## config.mk

```make
export PLATFORM = sky130hd
export DESIGN_NAME = ibis_tmds_serializer
export DESIGN_NICKNAME = d
export VERILOG_FILES = /design/src/rtl/ibis_tmds_serializer.sv
export SDC_FILE = /design/constraint.sdc
export NUM_CORES = 1
export LEC_CHECK = 0
export ABC_AREA = 1
export ABC_CLOCK_PERIOD_IN_PS = 2300
export CAP_MARGIN = 0
export CORE_AREA = 2 2 95 97
export CTS_BUF_LIST = sky130_fd_sc_hd__clkbuf_4
export CTS_CLUSTER_SIZE = 24
export DETAILED_ROUTE_END_ITERATION = 16
export DIE_AREA = 0 0 97 99
export PLACE_DENSITY_LB_ADDON = 0.25
export SLEW_MARGIN = 0
export SYNTH_ARGS = -nofsm -noshare
export SYNTH_HDL_FRONTEND = slang
export SYNTH_SLANG_ARGS = --single-unit
```

## constraint.sdc

```tcl
create_clock -name aclk -period 2.3 [get_ports aclk]
set_input_delay 0.575 -clock aclk [delete_from_list [all_inputs] [get_ports aclk]]
set_output_delay 0.575 -clock aclk [all_outputs]
set_load 0.01 [all_outputs]
```

## src/rtl/ibis_tmds_serializer.sv

```systemverilog
// N-channel symbol-to-lane serializer for the TMDS output path.
// One symbol set is buffered ahead of the shifters; an idle symbol is substituted when the producer falls behind.
module ibis_tmds_serializer #(
  parameter int                      SYMBOL_WIDTH = 10,
  parameter int                      LANE_WIDTH   = 2,
  parameter int                      CHANNELS     = 3,
  parameter logic [SYMBOL_WIDTH-1:0] IDLE_SYMBOL  = 10'b1101010100,
  parameter bit                      MSB_FIRST    = 1'b0
) (
  input  logic                             aclk,
  input  logic                             aresetn,
  input  logic                             enable,
  input  logic                             in_valid,
  output logic                             in_ready,
  input  logic [CHANNELS*SYMBOL_WIDTH-1:0] in_symbols,
  output logic [CHANNELS*LANE_WIDTH-1:0]   out_lanes,
  output logic                             out_sym_start,
  output logic                             underrun,
  input  logic                             clear_underrun
);

  localparam int BEATS  = SYMBOL_WIDTH / LANE_WIDTH;
  localparam int BEAT_W = (BEATS > 1) ? $clog2(BEATS) : 1;
  localparam logic [BEAT_W-1:0] LAST_BEAT = BEAT_W'(BEATS - 1);

  // A lane width that does not tile the symbol would drop or repeat bits, so refuse to build.
  if ((SYMBOL_WIDTH % LANE_WIDTH) != 0) begin : g_bad_lane_width
    $error("LANE_WIDTH must divide SYMBOL_WIDTH");
  end

  logic [BEAT_W-1:0]                beat_r;
  logic [CHANNELS*SYMBOL_WIDTH-1:0] hold_r;
  logic                             hold_valid_r;
  logic                             underrun_r;
  logic                             boundary_s;
  logic                             accept_s;

  // Boundary detection and input handshake.
  always_comb begin
    boundary_s = enable && (beat_r == LAST_BEAT);
    in_ready   = !hold_valid_r || boundary_s;
    accept_s   = in_valid && in_ready;
  end

  // Beat counter; reset to the last beat so the first enabled cycle loads a symbol.
  always_ff @(posedge aclk or negedge aresetn) begin
    if (!aresetn) begin
      beat_r <= LAST_BEAT;
    end else if (enable) begin
      if (beat_r == LAST_BEAT) begin
        beat_r <= '0;
      end else begin
        beat_r <= beat_r + BEAT_W'(1);
      end
    end else begin
      beat_r <= beat_r;
    end
  end

  // Hold register: a new accept in a boundary cycle replaces the symbol being handed off.
  always_ff @(posedge aclk or negedge aresetn) begin
    if (!aresetn) begin
      hold_r       <= '0;
      hold_valid_r <= 1'b0;
    end else if (accept_s) begin
      hold_r       <= in_symbols;
      hold_valid_r <= 1'b1;
    end else if (boundary_s) begin
      hold_r       <= hold_r;
      hold_valid_r <= 1'b0;
    end else begin
      hold_r       <= hold_r;
      hold_valid_r <= hold_valid_r;
    end
  end

  // Sticky underrun flag; a fresh idle insertion beats a coincident clear.
  always_ff @(posedge aclk or negedge aresetn) begin
    if (!aresetn) begin
      underrun_r <= 1'b0;
    end else if (boundary_s && !hold_valid_r) begin
      underrun_r <= 1'b1;
    end else if (clear_underrun) begin
      underrun_r <= 1'b0;
    end else begin
      underrun_r <= underrun_r;
    end
  end

  assign underrun      = underrun_r;
  assign out_sym_start = (beat_r == '0);

  for (genvar c = 0; c < CHANNELS; c++) begin : g_ch
    logic [SYMBOL_WIDTH-1:0] shift_r;

    // Per-channel shifter: load at the boundary, otherwise advance one lane per enabled cycle.
    always_ff @(posedge aclk or negedge aresetn) begin
      if (!aresetn) begin
        shift_r <= '0;
      end else if (boundary_s) begin
        shift_r <= hold_valid_r ? hold_r[c*SYMBOL_WIDTH +: SYMBOL_WIDTH] : IDLE_SYMBOL;
      end else if (enable) begin
        shift_r <= MSB_FIRST ? (shift_r << LANE_WIDTH) : (shift_r >> LANE_WIDTH);
      end else begin
        shift_r <= shift_r;
      end
    end

    for (genvar k = 0; k < LANE_WIDTH; k++) begin : g_lane_bit
      assign out_lanes[c*LANE_WIDTH + k] = MSB_FIRST ? shift_r[SYMBOL_WIDTH-1-k] : shift_r[k];
    end
  end

endmodule

```

# Word level (Yosys, flattened, before mapping)
# Cells that the tools add are included.
# Widths: inputs -> output; s select.
classes:
  n_addsub: 1
  n_reduce_logical: 9
  n_eq_ne: 1
  n_mux: 14
op_table:
  columns: ["op", "count"]
  rows:
  - ["$mux 10", 9]
  - ["$reduce_bool 2->1", 3]
  - ["$mux 1", 4]
  - ["$add 3x1->3 const B", 1]
  - ["$eq 3x3->1 const B", 1]
  - ["$logic_and 1x1->1", 3]
  - ["$logic_not 3->1", 1]
  - ["$mux 3", 1]
  - ["$logic_not 1->1", 1]
  - ["$logic_or 1x1->1", 1]
totals:
  register_bits: 65
  inputBits: 35
  output_inout_bits: 9
  elab_cells: 32

# Longest topological paths before layout
depth:
  word_depth: 5
  depth_mapped: 8
  depth_no_buf: 7

# Least setup slack after synthesis
# No wires, ideal clock.
synth_path:
  path_type: "reg2out"
  startpoint: "reg beat_r[0]"
  endpoint: "out in_ready"
  path_buffers: 1
  path_stages_with_launch: 6
  t_arrival_ns: 1.161
  slack_ns: 0.564
  cell_sequence: "dfrtp_1 -> inv_1 -> ha_1 -> nand3_4 -> nand2_4 -> buf_6"
synth_via:
  elab_chain_len: 3
synth_lines:
  columns: ["element", "line_no", "text"]
  rows:
  - ["start, declared", "31", "logic [BEAT_W-1:0] beat_r;"]
  - ["start signal, assigned", "53", "beat_r <= beat_r + BEAT_W'(1);"]
  - ["start signal, assigned", "56", "beat_r <= beat_r;"]
  - ["$eq 3x3->1", "40", "boundary_s = enable && (beat_r == LAST_BEAT);"]
  - ["$logic_and 1x1->1", "40", null]
  - ["$logic_or 1x1->1", "41", "in_ready = !hold_valid_r || boundary_s;"]
  - ["end, declared", "14", "output logic in_ready,"]
# Every way passes these cells.

# Worst setup path in the final report
layout_path:
  startpoint: "in enable"
  endpoint: "out in_ready"
layout_via:
  elab_chain_len: 2
layout_lines:
  columns: ["element", "line_no", "text"]
  rows:
  - ["start, declared", "12", "input logic enable,"]
  - ["$logic_and 1x1->1", "40", null]
  - ["$logic_or 1x1->1", "41", null]
# Every way passes these cells.

==> results.sh <==
export IMPL_routed_top_layer="met4"
export IMPL_grt_pass1_vias=2307
export IMPL_synth_edf_count=0
export IMPL_arrival_ns=1.57
export IMPL_worst_slew_pin_slew_ns=0.5223
export IMPL_drive_gt1_share_pct=9.302
export IMPL_drt_iter0_markers=184
export IMPL_cellPowerDensity_nw_per_um2=1098
export IMPL_syn_to_final_growth_pct=19.97
export IMPL_syn_area_um2=2945
export IMPL_cts_tree="built"
export IMPL_wl_per_cell_um=12.31
export IMPL_setup_violations=0
export IMPL_yosysUniqueCellTypes=19
export IMPL_crit_type="input port to primary output"
export IMPL_outcome="finished clean"
export IMPL_grt_pass1_wl_um=10850
export IMPL_routed_via_density=4.644
export IMPL_drc=0
export IMPL_dpl_hpwl_um=4187
export IMPL_n_fill_cell=887
export IMPL_fin_crit_ns=2.147
export IMPL_place_gp_congestion=0.7244
export IMPL_relSlewSlack_pct=65.10
export IMPL_synth_flop_cell="dfrtp_1"
export IMPL_layout_nets=419
export IMPL_yosys_warnings=0
export IMPL_cts_setup_buffers=0
export IMPL_dieHeight_um=99
export IMPL_end_kind="primary output"
export IMPL_synth_top_area_cell="dfrtp_1"
export IMPL_cts_hold_buffers=0
export IMPL_antenna_left=0
export IMPL_worstPathRequired_ns=1.73
export IMPL_hold_class="input port to async pin"
export IMPL_synthesis_nets=381
export IMPL_design_core_area_um2=8551
export IMPL_stdcell_count=495
export IMPL_synth_commonest_cells="nand2_1, dfrtp_1, nand3_1, inv_1, o21ai_0"
export IMPL_path_clk_slew_ns=0.11
export IMPL_dr_pass1_iters=4
export IMPL_drv_cap=0
export IMPL_leakage_uw=0.001765
export IMPL_cts_root_buf="clkbuf_4"
export IMPL_crit_fanout=2
export IMPL_cp_slowest_cell="clkdlybuf4s50_1"
export IMPL_synth_async_reset_ratio_pct=100.0
export IMPL_grtUsageTotal_pct=13.92
export IMPL_cp_start_kind="input port"
export IMPL_wl_met2_um=2822
export IMPL_design_area_um2=3533
export IMPL_synthMostInstantiatedCell="nand2_1"
export IMPL_num_rows=34
export IMPL_rsz0062_at_grt="no"
export IMPL_vias=2299
export IMPL_finalClockSkew_ns=0.01203
export IMPL_dp_cells=479
export IMPL_tns_ns=0
export IMPL_antenna_found_initial=0
export IMPL_max_freq_mhz=465.8
export IMPL_die_w_um=97
export IMPL_yosys_register_bits=65
export IMPL_critPathTopFamily="buffers and inverters"
export IMPL_critPathBufInv=2
export IMPL_cpPeakStageDelay_ns=0.53
export IMPL_n_antenna_cell=0
export IMPL_start_util_pct=34.45
export IMPL_synth_top_area_share_pct=54.38
export IMPL_io_pins=44
export IMPL_htree_num_levels=3
export IMPL_numCtsBuffers=9
export IMPL_gr_total_overflow=0
export IMPL_place_area_um2=3413
export IMPL_wl_met3_um=150
export IMPL_synth_area_leaders="dfrtp_1, nand2_1, nand3_1, buf_6, inv_1"
export IMPL_syn_inst=344
export IMPL_cts_sinks=65
export IMPL_post_route_period_util_pct=93.33
export IMPL_wl_met1_um=3023
export IMPL_clock_latency_ns=0.39
export IMPL_die_area_um2=9603
export IMPL_avgSynthCellArea_um2=8.562
export IMPL_cts_max_path_buffers=2
export IMPL_port_buffers=43
export IMPL_ys_seq_area_share_pct=55.27
export IMPL_grt_max_degree=46
export IMPL_max_vdd_ir_drop_v=0.0003547
export IMPL_drv_slew=0
export IMPL_routed_wl_um=6095
export IMPL_hold_viol=0
export IMPL_p_total_uw=3879
export IMPL_crit_path_cell_trace="clkdlybuf4s50_1, nand3_4, nand2_4, dlygate4sd2_1"
[cell families (layout without fill, tap and decap cells)]
logic type	after synthesis	count (layout)	synth area share, %
AO/OA/AOI/OAI	23	23	4.333
flip-flops	65	65	55.27
adder cells (fa/ha/maj)	2	2	0.8495
buffers and inverters	50	93	9.473
AND/OR/NAND/NOR	204	204	30.08
[sequential cells by signal (all words and copies together), names as in the netlist]
name and count:
underrun 1, hold_r 30, beat_r 3, hold_valid_r 1, g_ch.shift_r 30
[worst paths after layout]
check                              to  slack, ns       start  cells past startpoint
setup / recovery             in_ready       0.15      enable                      4
hold / removal               underrun       0.12     aresetn                      1
setup reg to reg            hold_r[7]       0.55   beat_r[2]                      6
hold reg to reg            hold_r[28]       0.48  hold_r[28]                      2
max in group asynchronous   beat_r[2]       1.51     aresetn                      2
min in group aclk          hold_r[28]       0.48  hold_r[28]                      2
[per-stage QoR]
step / setup slack, ns / util [%] / hold slack, ns
after floorplan: 0.5640 / - / 0.2794
after global placement: -0.1051 / 39.92 / 0.4555
after detailed placement: -0.1081 / 39.92 / 0.4607
after CTS: 0.1524 / 41.32 / 0.1153
after global routing: 0.1158 / 41.32 / 0.1448
final: 0.1534 / 41.32 / 0.1236
[report_power, final]
group          switching (µW)  internal [µW]  total, µW  leakage [µW]
Clock                     385            253        638     0.0000708
Combinational             749            559       1310      0.000862
Sequential                297           1640       1930      0.000832
[per-layer routing]
layer	up-vias	GRT usage, %
met5	-	0
met4	0	6.501
met3	8	2.128
met2	37	22.12
met1	1087	18.82
li1	1167	-
[repair_timing]
action	4_1_cts	5_1_grt
gates resized for setup	5	0
hold endpoints to repair	0	0
setup endpoints to repair	2	0
[cells in the final DEF, fill, tap and decap left out]
cell type,instances
inv_1,23
a21oi_1,10
dlygate4sd2_1,2
dfstp_2,1
a21oi_4,1
inv_2,2
o22ai_1,1
nand3_4,1
buf_12,2
nand3_1,61
nand2_1,133
nor2_4,1
o21ai_0,11
nor2_1,5
buf_4,7
buf_2,1
ha_1,1
nand2_4,3
dfrtp_1,64
clkbuf_4,12
clkinv_2,4
clkdlybuf4s50_1,40
ha_4,1
[cell type report]
| class | count | area, µm² | area share (%) |
|---|---|---|---|
| timing repair buffer | 52 | 515.5 | 14.59 |
| multi-input combinational | 229 | 1051 | 29.75 |
| inverter | 25 | 93.84 | 2.656 |
| clock inverter | 4 | 20.02 | 0.5666 |
| clock buffer | 12 | 90.09 | 2.550 |
| sequential | 65 | 1628 | 46.07 |
| tap | 108 | 135.1 | 3.824 |
Note: power is estimated with default switching activity, not from simulation.
